`src/rtl/warp_pkg.sv`:
```
// Shared warp-level defaults for the warp memory datapath.
package warp_pkg;

  localparam int unsigned NUM_LANES_DEFAULT = 4;
  localparam int unsigned ADDR_WIDTH        = 32;

endpackage

```
`src/rtl/warp_mem_arbiter.sv`:
```
// Arbitrates the single L1 memory port between warp fetch (fixed priority) and
// round-robin lane load/stores, routing in-order read responses back by tag.
module warp_mem_arbiter #(
  parameter int unsigned NUM_LANES       = warp_pkg::NUM_LANES_DEFAULT,
  parameter int unsigned ADDR_WIDTH      = warp_pkg::ADDR_WIDTH,
  parameter int unsigned MAX_OUTSTANDING = 2
) (
  input  logic                            clk,
  input  logic                            rst_n,
  input  logic                            fetch_req_valid,
  output logic                            fetch_req_ready,
  input  logic [ADDR_WIDTH-1:0]           fetch_req_addr,
  output logic                            fetch_resp_valid,
  input  logic [NUM_LANES-1:0]            lane_req_valid,
  output logic [NUM_LANES-1:0]            lane_req_ready,
  input  logic [NUM_LANES*ADDR_WIDTH-1:0] lane_req_addr,
  input  logic [NUM_LANES-1:0]            lane_req_write,
  input  logic [NUM_LANES*32-1:0]         lane_req_data,
  output logic [NUM_LANES-1:0]            lane_resp_valid,
  output logic [31:0]                     resp_data,
  output logic                            mem_req_valid,
  input  logic                            mem_req_ready,
  output logic [ADDR_WIDTH-1:0]           mem_req_addr,
  output logic                            mem_req_write,
  output logic [31:0]                     mem_req_data,
  input  logic                            mem_resp_valid,
  output logic                            mem_resp_ready,
  input  logic [31:0]                     mem_resp_data,
  output logic                            busy,
  output logic                            spurious_resp
);

  localparam int unsigned DATA_W = 32;
  localparam int unsigned TAG_W  = $clog2(NUM_LANES + 1);
  localparam int unsigned LANE_W = (NUM_LANES > 1) ? $clog2(NUM_LANES) : 1;
  localparam int unsigned PTR_W  = (MAX_OUTSTANDING > 1) ? $clog2(MAX_OUTSTANDING) : 1;
  localparam int unsigned CNT_W  = $clog2(MAX_OUTSTANDING + 1);

  logic [LANE_W-1:0]     rr_q, rr_d;
  logic [TAG_W-1:0]      tag_q [MAX_OUTSTANDING];
  logic [PTR_W-1:0]      wr_ptr_q, rd_ptr_q;
  logic [CNT_W-1:0]      count_q, count_d;
  logic                  busy_q;
  logic                  spurious_q;

  logic                  lane_found;
  logic [LANE_W-1:0]     lane_sel;
  logic                  win_valid;
  logic                  win_read;
  logic                  win_write;
  logic [ADDR_WIDTH-1:0] win_addr;
  logic [DATA_W-1:0]     win_data;
  logic [TAG_W-1:0]      win_tag;
  logic [TAG_W-1:0]      head_tag;
  logic                  fifo_full;
  logic                  issue;
  logic                  grant;
  logic                  push;
  logic                  pop;

  function automatic logic [PTR_W-1:0] ptr_next(input logic [PTR_W-1:0] p);
    return (32'(p) == MAX_OUTSTANDING - 1) ? '0 : PTR_W'(32'(p) + 1);
  endfunction

  // First requesting lane at or after the round-robin pointer, with wrap.
  always_comb begin : lane_search
    int unsigned idx;
    idx        = 0;
    lane_found = 1'b0;
    lane_sel   = '0;
    for (int unsigned k = 0; k < NUM_LANES; k++) begin
      idx = (32'(rr_q) + k) % NUM_LANES;
      if (!lane_found && lane_req_valid[LANE_W'(idx)]) begin
        lane_found = 1'b1;
        lane_sel   = LANE_W'(idx);
      end
    end
  end

  // Winner mux and issue/stall decision; fullness uses the registered count only.
  always_comb begin : winner_mux
    win_valid = fetch_req_valid || lane_found;
    win_read  = 1'b1;
    win_write = 1'b0;
    win_addr  = fetch_req_addr;
    win_data  = '0;
    win_tag   = '0;
    if (!fetch_req_valid) begin
      win_write = lane_req_write[lane_sel];
      win_read  = !lane_req_write[lane_sel];
      win_addr  = lane_req_addr[32'(lane_sel)*ADDR_WIDTH +: ADDR_WIDTH];
      win_data  = lane_req_data[32'(lane_sel)*DATA_W +: DATA_W];
      win_tag   = TAG_W'(32'(lane_sel) + 1);
    end
    fifo_full = (count_q == CNT_W'(MAX_OUTSTANDING));
    issue     = win_valid && !(win_read && fifo_full);
    grant     = issue && mem_req_ready;
    push      = grant && win_read;
    pop       = mem_resp_valid && (count_q != '0);
    head_tag  = tag_q[rd_ptr_q];
  end

  // Port drive; reset forces every handshake and payload output low.
  always_comb begin : port_drive
    mem_req_valid    = rst_n && issue;
    mem_req_addr     = '0;
    mem_req_write    = 1'b0;
    mem_req_data     = '0;
    fetch_req_ready  = 1'b0;
    lane_req_ready   = '0;
    fetch_resp_valid = 1'b0;
    lane_resp_valid  = '0;
    resp_data        = '0;
    mem_resp_ready   = rst_n;
    busy             = busy_q;
    spurious_resp    = spurious_q;
    if (rst_n && issue) begin
      mem_req_addr  = win_addr;
      mem_req_write = win_write;
      mem_req_data  = win_data;
    end
    if (rst_n && grant) begin
      if (fetch_req_valid) fetch_req_ready = 1'b1;
      else                 lane_req_ready[lane_sel] = 1'b1;
    end
    if (rst_n && pop) begin
      resp_data        = mem_resp_data;
      fetch_resp_valid = (head_tag == '0);
      for (int unsigned i = 0; i < NUM_LANES; i++) begin
        lane_resp_valid[i] = (head_tag == TAG_W'(i + 1));
      end
    end
  end

  // Next count and round-robin pointer.
  always_comb begin : next_state
    count_d = count_q;
    rr_d    = rr_q;
    case ({push, pop})
      2'b10:   count_d = count_q + CNT_W'(1);
      2'b01:   count_d = count_q - CNT_W'(1);
      default: count_d = count_q;
    endcase
    if (grant && !fetch_req_valid) begin
      rr_d = LANE_W'((32'(lane_sel) + 1) % NUM_LANES);
    end
  end

  always_ff @(posedge clk or negedge rst_n) begin
    if (!rst_n) begin
      rr_q       <= '0;
      wr_ptr_q   <= '0;
      rd_ptr_q   <= '0;
      count_q    <= '0;
      busy_q     <= 1'b0;
      spurious_q <= 1'b0;
      for (int unsigned i = 0; i < MAX_OUTSTANDING; i++) begin
        tag_q[i] <= '0;
      end
    end else begin
      rr_q    <= rr_d;
      count_q <= count_d;
      busy_q  <= (count_d != '0);
      if (push) begin
        tag_q[wr_ptr_q] <= win_tag;
        wr_ptr_q        <= ptr_next(wr_ptr_q);
      end
      if (pop) begin
        rd_ptr_q <= ptr_next(rd_ptr_q);
      end
      if (mem_resp_valid && (count_q == '0)) begin
        spurious_q <= 1'b1;
      end
    end
  end

endmodule

```
`config.mk`:
```
export PLATFORM = sky130hd
export DESIGN_NAME = warp_mem_arbiter
export DESIGN_NICKNAME = d
export VERILOG_FILES = /design/src/rtl/warp_pkg.sv /design/src/rtl/warp_mem_arbiter.sv
export SDC_FILE = /design/constraint.sdc
export NUM_CORES = 1
export LEC_CHECK = 0
export CAP_MARGIN = 10
export CORE_AREA = 2 2 171 173
export DETAILED_ROUTE_END_ITERATION = 10
export DIE_AREA = 0 0 173 175
export HOLD_SLACK_MARGIN = 0.06
export REMOVE_ABC_BUFFERS = 1
export SYNTH_ARGS = -nofsm -noshare
export SYNTH_HDL_FRONTEND = slang
export SYNTH_SLANG_ARGS = --single-unit
```
`constraint.sdc`:
```
create_clock -name clk -period 3.38 [get_ports clk]
set_clock_uncertainty 0.15 [all_clocks]
set_input_delay 0.676 -clock clk [delete_from_list [all_inputs] [get_ports clk]]
set_output_delay 0.676 -clock clk [all_outputs]
set_load 0.01 [all_outputs]
```
Word-level counts from Yosys, hierarchy flattened
Index checks and enable logic that the tools add are counted.
- memories kept: 0
- output and inout port bits: 111
- logic and storage cells: 106
- memory bits (writable): 0
- bits in latches: 0
- input port bits: 333
- flip-flop bits (word level): 14
- memory bits (read-only): 0
- multiplexer cells: 44
- reduce and logical (&&, ||, !) cells: 26
- $lt $le $gt $ge: 9
- div/mod/pow operators: 0
- equal/unequal tests: 7
- multiply operators: 0
- shifts and indexed selects: 2
- bitwise operators: 2
- add/sub/neg operators: 8
- operator list (operator ; number):
    $shiftx A128 B8 Y32 ; 2
    $mux W32 ; 5
    $mux W1 ; 18
    $logic_and A1 B1 Y1 ; 15
    $lt A2 B3 Y1 const B ; 5
    $mux W3 ; 5
    $mux W4 ; 3
    $bmux W1 S2 ; 5
    $mux W2 ; 4
    $bwmux W6 ; 1
    $eq A3 B2 Y1 const B ; 2
    $logic_not A1 Y1 ; 6
    $add A2 B1 Y2 const B ; 2
    $add A2 B2 Y2 const B ; 2
    $eq A2 B2 Y1 const B ; 2
    $ge A2 B2 Y1 const B ; 2
    $not A1 Y2 ; 2
    $pmux W2 S2 ; 1
    $reduce_bool A2 Y1 ; 2
    $add A2 B1 Y3 const B ; 1
    $demux W3 S1 ; 1
    $eq A3 B1 Y1 const B ; 1
    $eq A3 B3 Y1 const B ; 1
    $logic_not A3 Y1 ; 1
    8 further kinds ; 9

Logic depth before layout (Yosys ltp)
- word-level depth: 24
- depth in mapped cells: 13
- depth with buffers taken out: 12

Least setup slack after synthesis
No wires, ideal clock.
- path type: input-to-output
- from: in lane_req_valid[1]
- to: out mem_req_addr[21]
- cell stages on the path: 9
- required time: 2.554 ns
- setup slack: 0.288 ns
- arrival: 2.266 ns
- buffers on the path: 2
- cells stage by stage: inv_1 o221a_1 and2_1 buf_4 mux2i_1 mux2_4 o22a_4 buf_6 a21oi_1
- word-level cells in the longest chain between the ends: 21
- elaborated cells between the ends (all ways): 34
- those cells by class: shift: 1; mux: 21; reduce/logical: 12
- ends and longest elaborated chain (what ; line ; text):
    start, declared ; warp_mem_arbiter.sv:14 ; input logic [NUM_LANES-1:0] lane_req_valid,
    branches (longest 20 deep; another with $bmux W1 S2) ; -- ;
    $mux W32 (*) ; warp_mem_arbiter.sv:117 ; if (rst_n && issue) begin
    end, declared ; warp_mem_arbiter.sv:23 ; output logic [ADDR_WIDTH-1:0] mem_req_addr,
Every way passes the cells marked *. The select of a mux whose other input is x is not followed.

Worst setup path in the final report
- from: in lane_req_valid[3]
- to: out mem_req_data[19]
- word-level cells in the longest chain between the ends: 21
- elaborated cells between the ends (all ways): 34
- those cells by class: shift: 1; mux: 21; reduce/logical: 12
- ends and longest elaborated chain (what ; line ; text):
    branches (longest 20 deep; another with $bmux W1 S2) ; -- ;
    $mux W32 (*) ; warp_mem_arbiter.sv:117 ;
    end, declared ; warp_mem_arbiter.sv:25 ; output logic [31:0] mem_req_data,
Marked as above.

==> metrics list <==
- Max-cap violations: 0
* Arrival @ worst endpoint: about 2.6 ns
- VDD IR max: 0.245 mV
- The count of nets left with antenna violations once routing finished came out at 0.
- The worst setup path is launched from an input pin.
- Initial cell density of the core: a little over an eighth
- The tightest min-delay check is of the flop to flop type.
- Timing analysis after detailed placement gives a worst setup slack of -0.912 ns.
* Most instantiated cells after synthesis: 292 x sky130_fd_sc_hd__nand2_1, 106 x sky130_fd_sc_hd__and3_1, 67 x sky130_fd_sc_hd__nand3_1
- Post-layout net count: between 1000 and 1500
- After synthesis, the mean cell area works out to around 5.7 sq um.
* Slowest-stage cell, CP: sky130_fd_sc_hd__mux2_4
* Via count: about 6700
* Unrepaired setup endpoints after global routing: true
- Sw Pwr: about 2.1 mW
- TritonCTS clock tree: yes
* Most area-hungry cell type in the Yosys netlist: sky130_fd_sc_hd__nand2_1
* Critical path data required time: 2.55 ns
- In this run, synthesis inferred 0 flip-flops with an integrated enable.
- Proportion of register bits with asynchronous set or reset after synthesis: 100%
- Number of instances in the synthesized netlist: 683
- Number of stages on the worst hold path: 1
- #FFs+latches synth: 14
* Die Span X: between 150 and 200 um
- ANT cells: 0
* TritonCTS Buffers: 3
- Number of warnings reported in the yosys synthesis log: 0
- Gpl congestion: 0.850
- Violated checks: setup timing
* Syn Std Cell Area: between 0.003 and 0.004 sq mm
- Tightest hold margin: 0.314 ns
- Average vias per placed instance: between 4 and 5
* Cell area reported after detailed placement: approximately 0.0090 sq mm
* Share of the yosys chip area belonging to registers: under 10%
- Detail-routed net length per standard cell: between 15 and 20 um
- Setup violations remaining at the end of the flow were counted as 1.
* Worst setup EP type: output pin
* Height of the die: 175 um
- The tree is rooted in a sky130_fd_sc_hd__clkbuf_16.
- Detailed placement ended at an HPWL of roughly 19 mm.
- Compared with the post-synthesis result, the final layout area differs by 147%.
- The region available for standard cell placement spans ~0.028 sq mm.
- Dividing total power by cell area gives a power density of just under 500 mW/mm^2.
* Wire length of the first global-routing pass: approximately 37 mm
- The routed design has approximately 25 mm of wire.
- Buffer depth of the longest clock path: 2
- Clock latency on the worst-skew pair: ~0.24 ns
- Post-route minimum period: between 3 and 4 ns
* Achievable clock frequency: a little under 0.3 GHz
* Final setup slack of the worst path: -0.0102 ns
- Clock transition at the registers of the reported paths: roughly 0.040 ns
- Hold repair after CTS inserted 0 buffers.
* Initial antenna violation count: 1
* Worst path most repeated cell: sky130_fd_sc_hd__buf_6
- Headroom to the max-slew limit came out at 74.8%.
* Via count of the first global-routing pass: ~6600
- The final-report max-slew violation count is 0.
- Leakage component of the power: around 4.2 nW
- Sequence of cells on the critical path: buf_8, nand3b_1, o221a_1, and2_4, mux2i_2, mux2_4, a21oi_4, buf_6, buf_12, buf_6, and3_4, buf_6
* Overall track demand over capacity in global routing: ~15%
- Count of boundary I/O pins: approximately 440
* Final count of hold timing violations: 0
* Result of the run: complete, but fails checks
* Startpoint-to-endpoint class of the critical path: input pin to output pin
* Net switching fraction of the power: 45.9%
* Remaining global-route overflow: 0
* CTS sink count: 14
- The detailed router finished its first iteration with approximately 370 violations.
- Share of layout cells above drive strength 1: between 20% and 30%
- Total number of H-tree levels: 1
- Sequential cells account for 7.2% of the total power.
* Most common flop cell mapped by yosys: sky130_fd_sc_hd__dfrtp_1
- The share of synthesized area in the top cell type comes to 28.3%.
* Synth cell types: 45
- The internal power of the cells totals roughly 2.5 mW.
- Fin area: between 0.009 and 0.01 sq mm
- Count of port buffers added during placement: ~440
- Yosys instantiated no cell more often than sky130_fd_sc_hd__nand2_1.
- The number of cells on the worst reg-to-reg path is 14.
- Post-route DRC: 0
- Pin count of the biggest net entering global routing: 63
- Max stage delay on crit path: 0.31 ns
- Of all nets on the critical path, the largest fanout is 8.
- After layout, the design draws a total of 4.58 mW.
* Total die area: slightly above 0.03 sq mm
- Ratio of final minimum period to clock period: 100%
- Proportion of power drawn by combinational gates: about 88%
- Final core utilization: 33.6%
- The first detailed-routing pass took 4 iterations.
- In this run the core area contains 62 standard-cell rows.
- At the pin with the least slew margin, the transition time is 0.378 ns.
- Sorting the synthesized cells by area gives the leading types as sky130_fd_sc_hd__nand2_1 28%, sky130_fd_sc_hd__and3_1 17%, sky130_fd_sc_hd__dfrtp_1 9.0%.
* Fraction of power consumed by the clock network: 5.3%
-- layout make-up --
| cell class | count | area (sq um) |
|---|---|---|
| Fill cell | 3045 | 18800 |
| Timing Repair Buffer | 523 | 5210 |
| Multi-Input combinational cell | 594 | 3370 |
| Tap cell | 384 | 480 |
| Sequential cell | 14 | 350 |
| Clock buffer | 4 | 88.8 |
| Inverter | 11 | 51.3 |
-- kinds of logic (layout without fill, tap and decap cells) --
kind of cell / after synthesis / after routing / synth area share, %
AND/OR/NAND/NOR: 493 / 493 / 58.0
AO/OA/AOI/OAI: 86 / 86 / 19.5
buffers and inverters: 75 / 538 / 9.15
flip-flops: 14 / 14 / 9.05
adder cells (fa/ha/maj): 5 / 5 / 1.62
XOR/XNOR: 5 / 5 / 1.13
multiplexers: 5 / 5 / 1.49
-- state kept, by name (all words and copies together), names as in the netlist --
signal	count
busy	1
count_q	2
rd_ptr_q	1
rr_q	2
spurious_resp	1
tag_q	6
wr_ptr_q	1
-- power by group through the flow --
stage	Combinational [mW]	Sequential [mW]	Clock, mW
after detailed placement	3.56	0.330	0
after CTS	3.90	0.327	0.245
after floorplan	1.77	0.309	0
after global routing	4.36	0.345	0.252
final	4.02	0.328	0.241
after global placement	3.55	0.323	0
-- cell usage in the layout (no fill, tap or decap), types with 6 or more instances in the layout --
master                            count
sky130_fd_sc_hd__nor2_1              12
sky130_fd_sc_hd__a311o_1             32
sky130_fd_sc_hd__clkdlybuf4s15_2     12
sky130_fd_sc_hd__and3_4              18
sky130_fd_sc_hd__inv_1                6
sky130_fd_sc_hd__nand3_1             66
sky130_fd_sc_hd__buf_4               38
sky130_fd_sc_hd__nand2_2              9
sky130_fd_sc_hd__and3_1              87
sky130_fd_sc_hd__clkdlybuf4s50_1    366
sky130_fd_sc_hd__buf_12              14
sky130_fd_sc_hd__nand2_1            281
sky130_fd_sc_hd__buf_2               40
sky130_fd_sc_hd__a21oi_2             30
sky130_fd_sc_hd__buf_6               36
sky130_fd_sc_hd__dfrtp_1             14
-- through the flow --
step | TNS (ns) | cells
6_report | -0.0102 | 1530
5_1_grt | -2.31 | 1530
4_1_cts | -0.125 | 1528
3_5_place_dp | -56.25 | 1502
3_3_place_gp | -55.25 | 1502
2_1_floorplan | -260.70 | 619
-- path summary, 6_finish.rpt --
path                                   start          endpoint  slack (ns)
min                            spurious_resp     spurious_resp        0.31
max reg2reg                          rr_q[1]              busy        0.34
max                        lane_req_valid[3]  mem_req_data[19]       -0.01
min reg2reg                    spurious_resp     spurious_resp        0.31
max in group asynchronous              rst_n              busy        2.44
min in group asynchronous              rst_n          tag_q[3]        0.47
-- routing by layer --
layer	GRT usage, %	wire [um]
met5	0	10
met2	27.8	12500
met4	3.74	623
met3	2.92	1710
met1	17.9	10000
-- worst max-delay path: cells and delay by family --
family,cells,cell delay (ns)
mux,2,0.47
compound gates,2,0.32
simple gates,3,0.51
buf+inv,5,0.59
-- what timing repair did --
item,in CTS,in global routing
buffers inserted,16,7
pin swaps,36,41
endpoints found under the hold margin,0,0
gates cloned,6,0
endpoints found under the setup margin,78,70
gates resized for setup,300,97
No activity file was read; power rests on OpenSTA's default activity.
